## config.mk

```make
export PLATFORM = sky130hd
export DESIGN_NAME = mopshub_power_init_seq
export DESIGN_NICKNAME = d
export VERILOG_FILES = /design/src/rtl/mopshub_power_init_seq.sv
export SDC_FILE = /design/constraint.sdc
export NUM_CORES = 1
export LEC_CHECK = 0
export BUFFER_PORTS_ARGS = -buffer_cell sky130_fd_sc_hd__buf_2
export CORE_MARGIN = 4
export CORE_UTILIZATION = 45
export DETAILED_ROUTE_END_ITERATION = 7
export GPL_ROUTABILITY_DRIVEN = 0
export PLACE_DENSITY_LB_ADDON = 0.2
export SLEW_MARGIN = 25
export SYNTH_ARGS = -nofsm -noshare
export SYNTH_HDL_FRONTEND = slang
export SYNTH_SLANG_ARGS = --single-unit
```

## constraint.sdc

```tcl
create_clock -name clk_40_m -period 2.5 [get_ports clk_40_m]
set_input_delay 0.5 -clock clk_40_m [delete_from_list [all_inputs] [get_ports clk_40_m]]
set_output_delay 0.5 -clock clk_40_m [all_outputs]
set_load 0.02 [all_outputs]
```

## src/rtl/mopshub_power_init_seq.sv

```systemverilog
// Power-up sequencer for the MOPSHUB CAN buses: per enabled bus it sends a power-on SPI
// frame, waits for the supply to settle and optionally requests oscillator trimming.
module mopshub_power_init_seq #(
   parameter int unsigned MAX_BUSES      = 16,
   parameter int unsigned SETTLE_CYCLES  = 400,
   parameter int unsigned TIMEOUT_CYCLES = 40000,
   parameter logic [6:0]  CMD_POWER_ON   = 7'h01
) (
   input  logic        clk_40_m,
   input  logic        rst,
   input  logic        start_init,
   input  logic [4:0]  n_buses,
   input  logic        osc_auto_trim,
   input  logic        spi_ack,
   input  logic        trim_done,
   output logic [4:0]  power_bus_cnt,
   output logic        set_power_init,
   output logic        spi_req,
   output logic [75:0] data_tra_power_spi,
   output logic        start_trim_ack,
   output logic        end_power_init,
   output logic [15:0] power_fail_mask,
   output logic        busy
);

   localparam int unsigned BUS_W     = 5;
   localparam int unsigned WAIT_W    = 16;
   localparam int unsigned MASK_W    = 16;
   localparam int unsigned FRAME_W   = 76;
   localparam int unsigned PAYLOAD_W = 64;

   localparam logic [WAIT_W-1:0] SETTLE_LAST  = WAIT_W'(SETTLE_CYCLES - 1);
   localparam logic [WAIT_W-1:0] TIMEOUT_LAST = WAIT_W'(TIMEOUT_CYCLES - 1);
   localparam logic [BUS_W-1:0]  BUS_MAX      = BUS_W'(MAX_BUSES);

   typedef enum logic [2:0] {
      IDLE      = 3'd0,
      SPI_REQ   = 3'd1,
      SETTLE    = 3'd2,
      TRIM_REQ  = 3'd3,
      TRIM_WAIT = 3'd4,
      NEXT      = 3'd5,
      DONE      = 3'd6
   } state_t;

   state_t              state, state_nxt;
   logic [BUS_W-1:0]    n_eff, n_eff_nxt, cnt_nxt, n_clamp;
   logic                trim_en, trim_en_nxt;
   logic [WAIT_W-1:0]   wait_cnt, wait_nxt;
   logic [MASK_W-1:0]   mask_nxt, fail_bit;

   logic                spi_req_c, start_trim_ack_c, end_power_init_c, busy_c;
   logic [FRAME_W-1:0]  frame_c;

   assign n_clamp  = (n_buses > BUS_MAX) ? BUS_MAX : n_buses;
   assign fail_bit = MASK_W'(1) << power_bus_cnt;

   // State, datapath and output registers
   always_ff @(posedge clk_40_m) begin
      if (!rst) begin
         state              <= IDLE;
         n_eff              <= '0;
         trim_en            <= 1'b0;
         wait_cnt           <= '0;
         power_bus_cnt      <= '0;
         power_fail_mask    <= '0;
         spi_req            <= 1'b0;
         data_tra_power_spi <= '0;
         start_trim_ack     <= 1'b0;
         end_power_init     <= 1'b0;
         set_power_init     <= 1'b0;
         busy               <= 1'b0;
      end else begin
         state              <= state_nxt;
         n_eff              <= n_eff_nxt;
         trim_en            <= trim_en_nxt;
         wait_cnt           <= wait_nxt;
         power_bus_cnt      <= cnt_nxt;
         power_fail_mask    <= mask_nxt;
         spi_req            <= spi_req_c;
         data_tra_power_spi <= frame_c;
         start_trim_ack     <= start_trim_ack_c;
         end_power_init     <= end_power_init_c;
         set_power_init     <= busy_c;
         busy               <= busy_c;
      end
   end

   // Next-state and datapath update; ack/done win over a simultaneous timeout
   always_comb begin
      state_nxt   = state;
      n_eff_nxt   = n_eff;
      trim_en_nxt = trim_en;
      cnt_nxt     = power_bus_cnt;
      mask_nxt    = power_fail_mask;
      unique case (state)
         IDLE: begin
            if (start_init) begin
               n_eff_nxt   = n_clamp;
               trim_en_nxt = osc_auto_trim;
               cnt_nxt     = '0;
               mask_nxt    = '0;
               state_nxt   = (n_clamp == '0) ? DONE : SPI_REQ;
            end
         end
         SPI_REQ: begin
            if (spi_ack) begin
               state_nxt = SETTLE;
            end else if (wait_cnt == TIMEOUT_LAST) begin
               mask_nxt  = power_fail_mask | fail_bit;
               state_nxt = NEXT;
            end
         end
         SETTLE: begin
            if (wait_cnt == SETTLE_LAST) state_nxt = trim_en ? TRIM_REQ : NEXT;
         end
         TRIM_REQ: state_nxt = TRIM_WAIT;
         TRIM_WAIT: begin
            if (trim_done) begin
               state_nxt = NEXT;
            end else if (wait_cnt == TIMEOUT_LAST) begin
               mask_nxt  = power_fail_mask | fail_bit;
               state_nxt = NEXT;
            end
         end
         NEXT: begin
            if (power_bus_cnt == n_eff - BUS_W'(1)) begin
               state_nxt = DONE;
            end else begin
               cnt_nxt   = power_bus_cnt + BUS_W'(1);
               state_nxt = SPI_REQ;
            end
         end
         DONE: state_nxt = IDLE;
         default: state_nxt = IDLE;
      endcase
      if (state_nxt != state)  wait_nxt = '0;
      else if (wait_cnt == '1) wait_nxt = wait_cnt;
      else                     wait_nxt = wait_cnt + WAIT_W'(1);
   end

   // Output decode: request/trim follow the next state so spi_req drops the cycle after
   // spi_ack; end pulse follows the current state, giving SETTLE_CYCLES + k + 4 latency.
   always_comb begin
      spi_req_c        = (state_nxt == SPI_REQ);
      start_trim_ack_c = (state_nxt == TRIM_REQ);
      busy_c           = (state_nxt != IDLE);
      end_power_init_c = (state == DONE);
      frame_c          = '0;
      if (spi_req_c) frame_c = {cnt_nxt, CMD_POWER_ON, PAYLOAD_W'(0)};
   end

endmodule

```

## Word-level counts from Yosys, hierarchy flattened

Index checks and enable logic that the tools add are counted.

| operators by class | value |
|---|---|
| $add $sub $neg | 3 |
| order comparisons | 1 |
| eq/ne operators | 16 |
| shift-type cells | 1 |
| multiplexer cells | 19 |
| bitwise logic cells | 2 |
| reductions and logical operators | 8 |

Operators by type and width:

| cell | count |
|---|---|
| 2-to-1 mux 65 bit | 1 |
| 2-to-1 mux 16 bit | 4 |
| case mux 16 bit (3 select lines) | 1 |
| equality test 16 bit, second input constant | 2 |
| 2-to-1 mux 3 bit | 8 |
| case mux 3 bit (6 select lines) | 1 |
| adder 16 x 1 -> 16 bit, second input constant | 1 |
| equality test 16 x 9 -> 1 bit, second input constant | 1 |
| OR 16 bit | 1 |
| left shift 1 x 5 -> 16 bit, first input constant | 1 |
| 2-to-1 mux 5 bit | 3 |
| case mux 5 bit (2 select lines) | 1 |
| equality test 3 x 2 -> 1 bit, second input constant | 3 |
| equality test 3 bit, second input constant | 3 |
| equality test 3 x 1 -> 1 bit, second input constant | 2 |
| inequality test 2 bit, second input constant | 3 |
| nonzero test 3 bit | 2 |
| adder 5 x 1 -> 5 bit, second input constant | 1 |
| equality test 5 bit | 1 |
| greater-than comparator 5 bit, second input constant | 1 |
| zero test 5 bit | 1 |
| subtractor 5 x 1 -> 5 bit, second input constant | 1 |
| AND reduction 2 bit | 2 |
| AND reduction 4 bit | 1 |
| 4 further kinds | 4 |

| word-level totals | value |
|---|---|
| register bits | 126 |
| input bits | 11 |
| word-level logic and storage cells | 62 |

## Longest topological paths before layout

| logic depth | value |
|---|---|
| depth in word-level cells | 8 |
| mapped depth | 9 |
| gate-level depth less buffers | 8 |

## Worst setup path after synthesis

Ideal clock, no wire load.

| timing path | value |
|---|---|
| kind | in2reg |
| from | input n_buses[1] |
| to | register wait_cnt[11] |
| arrival time | 2337 ps |
| data required time | 2422 ps |
| slack | 85 ps |
| cell stages on the path | 7 |
| buffers on the path | 1 |
| path through | or4_2 > or3b_2 > o211ai_1 > or2_2 > o21ai_2 > buf_2 > nor3_1 |

| on the way | value |
|---|---|
| longest elaborated chain between the ends | 8 |

RTL lines:

| what | line | source |
|---|---|---|
| start, declared | 12 | `input logic [4:0] n_buses,` |
| greater-than comparator 5 bit | 55 | `assign n_clamp = (n_buses > BUS_MAX) ? BUS_MAX : n_buses;` |
| 2-to-1 mux 5 bit (*) | 55 |  |
| zero test 5 bit (*) | 103 | `state_nxt = (n_clamp == '0) ? DONE : SPI_REQ;` |
| 2-to-1 mux 3 bit (*) | 103 |  |
| 2-to-1 mux 3 bit (*) | 98 | `if (start_init) begin` |
| case mux 3 bit (6 select lines) (*) | 96 | `unique case (state)` |
| inequality test 3 bit (*) | 137 | `if (state_nxt != state) wait_nxt = '0;` |
| OR reduction 2 bit (no source line) (*) | -- |  |
| end signal, assigned | 77 | `wait_cnt <= wait_nxt;` |
| end, declared | 49 | `logic [WAIT_W-1:0] wait_cnt, wait_nxt;` |

Mark *: on every way between the ends. The rest lies on a longest branch, timed or not.
A chain may end at the register's enable or synchronous reset.

## Final worst setup path

| timing path | value |
|---|---|
| from | register wait_cnt[9] |
| to | register data_tra_power_spi[71] |

| on the way | value |
|---|---|
| longest elaborated chain between the ends | 6 |
| elaborated cells between the ends (all ways) | 9 |
| classes of those cells | eq/ne: 3; mux: 5; reduce/logical: 1 |

RTL lines:

| what | line | source |
|---|---|---|
| equality test 16 bit | 109, 121 |  |
| 2-to-1 mux 3 bit | 109, 121 |  |
| 2-to-1 mux 3 bit (on tied branches) | 119, 107 |  |
| case mux 3 bit (6 select lines) (*) | 96 |  |
| equality test 3 x 1 -> 1 bit (*) | 145 | `spi_req_c = (state_nxt == SPI_REQ);` |
| AND reduction 2 bit (no source line) (*) | -- |  |
| end signal, assigned | 81 | `data_tra_power_spi <= frame_c;` |
| end, declared | 19 | `output logic [75:0] data_tra_power_spi,` |

Marked as above.

==> metrics.cfg <==
[sta]
relSlewSlack=0.658
hold_ws_ns=0.427
worst_slew_pin_slew_ns=0.508
finalCriticalPeriod_ns=2.45
final-hold-violation-count=0
rsz0062_at_grt=yes
slew_violations=0
skew_ns=0.0142
setup_viol=0
max_freq_mhz=407
min_period_over_period=0.982

[run]
max-cap-violations=0

[logic_synthesis]
syn_area_per_cell_um2=8.43
netlist_top_cells_count=72 x buf_4, 55 x dfxtp_1, 34 x nor2_1
synth_cell_type_count=57
syn_inst=383
ys.warnings.count=0
yosysSeqAreaShare=0.341
yosysTopAreaCell=dfxtp_1
synth_top_area_share=0.341
netlist_top_cells_area=dfxtp_1 34%, buf_4 17%, nor2_1 4.0%
synthArstFlopShare=0
synth-edff-count=0
synthesis.area_mm2=0.00323
synth_seq_cells=55
yosysMostFrequentCell=buf_4
synth_ff_type=dfxtp_1

[clock_network]
clockRootBuffer=clkbuf_8
clkSlewWorstSetupHoldPaths_ns=0.11
tritoncts=built
cts.hold.buffers_added=0
clkSinkCount=55
clk_path_buf_depth=2
clock_latency_ns=0.31
numCtsBuffers=5
htreeDepth=2

[detailed_routing]
drc_errors=0
vias_per_cell=4.78
drtPass1Iterations=4
routed_wl_um=7080
antenna_left=0
routedWlPerCell_um=12.8
drtIter0Drc=94
vias=2651

[critical_path]
startpoint_type=register
path_common_cell=or4b_4
slowest_delay_ns=0.56
path_class=register to register
path_cells=or4_4 > or4b_4 > o211a_1 > o211ai_2 > or4b_4 > nor2b_2
slowest_stage=or4b_4
crit_fanout=6
cp.arrival_ns=2.71
required_ns=2.76
endpoint_kind=register

[power_and_ir_drop]
ir_drop_v=0.000266
power_mw=1.76
cellLeakagePower_nw=1.63
p_per_area_mw_per_mm2=478

[floorplanning]
pin_count=113
fp.dieH_um=92.7
die_w_um=92.7
coreArea_mm2=0.00687
die-area_mm2=0.00860
initial_core_util=0.470
core.rowCount=30

[grt]
grt_antenna_before_repair=0
groute.usage.overall=0.156
grt_pass1_wl_um=11200
grt_max_degree=19
first_global_vias=2470
grt-ovfl-total=0

[placed_design]
post_dp_cell_area_mm2=0.00346
place_hpwl_um=5410
portBuffers=42

[outcome]
run_status=complete, no violations

[cells_and_area]
fin_area_mm2=0.00369
drive_gt1_frac=0.270
nNetsFinal=477
n_antenna_cell=0
syn_to_final_growth_pct=14.3

[worst_hold_path]
hold_path_class=primary input to register

==> report_power, final <==
group | switching, mW | internal [mW] | total (mW)
clock | 0.299 | 0.202 | 0.501
combinational | 0.238 | 0.110 | 0.348
sequential | 0.0196 | 0.895 | 0.915
total | 0.557 | 1.21 | 1.76
==> layout by cell type, fill, tap and decap left out, types with 3 or more instances in the layout <==
cell      synthesis  final
conb_1            1     70
dfxtp_1          55     51
buf_2             3     42
buf_4            72     37
nor2_1           34     34
nand2_1          25     25
a21oi_1          23     23
nor3_1           23     22
inv_1            10     10
nand3_1          10     10
xnor2_1           9      9
a31oi_1           8      8
ha_1              8      8
xor2_1            7      7
o21ai_0           6      6
mux2i_1           6      6
nand3b_1          5      5
clkbuf_8          0      5
nand4_1           4      4
nor2b_1           4      4
o21bai_1          4      4
and2_1            4      4
nor2b_2           4      4
dfxtp_2           0      4
or4_4             1      3
nor4_1            5      3
nand2b_1          3      3
and3_1            3      3
==> cell families after synthesis <==
family          after synthesis  share of synthesized area
compound gates               55                      0.106
xor+xnor                     16                     0.0434
flops                        55                      0.341
simple gates                147                      0.254
buf+inv                      94                      0.201
mux                           7                     0.0221
other cells                   1                    0.00116
fa+ha+maj                     8                     0.0310
==> through the flow <==
step | TNS, ns | worst slack [ns] | utilization | instances
2_1_floorplan | 0 | 0.0850 | - | 452
3_3_place_gp | -3.15 | -0.198 | 0.504 | 540
3_5_place_dp | -3.43 | -0.218 | 0.504 | 540
4_1_cts | 0 | 0.0380 | 0.519 | 548
5_1_grt | -0.179 | -0.0324 | 0.537 | 555
6_report | 0 | 0.0453 | 0.537 | 555
==> registers in the layout, summed over array words and instances (netlist names) <==
signal and count:
end_power_init 1, data_tra_power_spi 5, power_fail_mask 16, state 3
n_eff 5, trim_en 1, wait_cnt 16, spi_req 1
start_trim_ack 1, busy 1, power_bus_cnt 5
==> critical path: cells and delay by family, from the launching register on <==
family | cells | cell delay, ns
flip-flops | 1 | 0.33
AND/OR/NAND/NOR | 4 | 1.73
AO/OA/AOI/OAI | 2 | 0.35
==> area by class of cell <==
class | instances | area, um2
clock buffer | 5 | 68.8
clock inverter | 3 | 22.5
fill | 666 | 3180
inverter | 10 | 37.5
multi-input combinational | 303 | 1800
sequential | 55 | 1110
tap | 96 | 120
timing repair buffer | 83 | 538
==> final timing paths <==
check                      from                      to  slack (ns)  cells past startpoint
min               osc_auto_trim                 trim_en        0.43                      3
max                 wait_cnt[9]  data_tra_power_spi[71]        0.05                      6
min reg2reg  power_fail_mask[9]      power_fail_mask[9]        0.47                      2
max reg2reg         wait_cnt[9]  data_tra_power_spi[71]        0.05                      6
==> routing by layer <==
layer  GRT usage  wire, um  part of all wire  vias to the layer above
met4      0.0391        98             0.014                        0
met5           0         0                 0                        -
met3      0.0341       427             0.060                       11
li1            -         -                 -                     1321
met1       0.189      2900              0.41                     1243
met2       0.280      3660              0.52                       76
==> what timing repair did <==
action	CTS	global route
pin swaps	0	9
setup endpoints to repair	16	24
gates resized for setup	2	19
buffers inserted	0	7
hold endpoints to repair	0	0
Power figures use the tool's default switching activity.
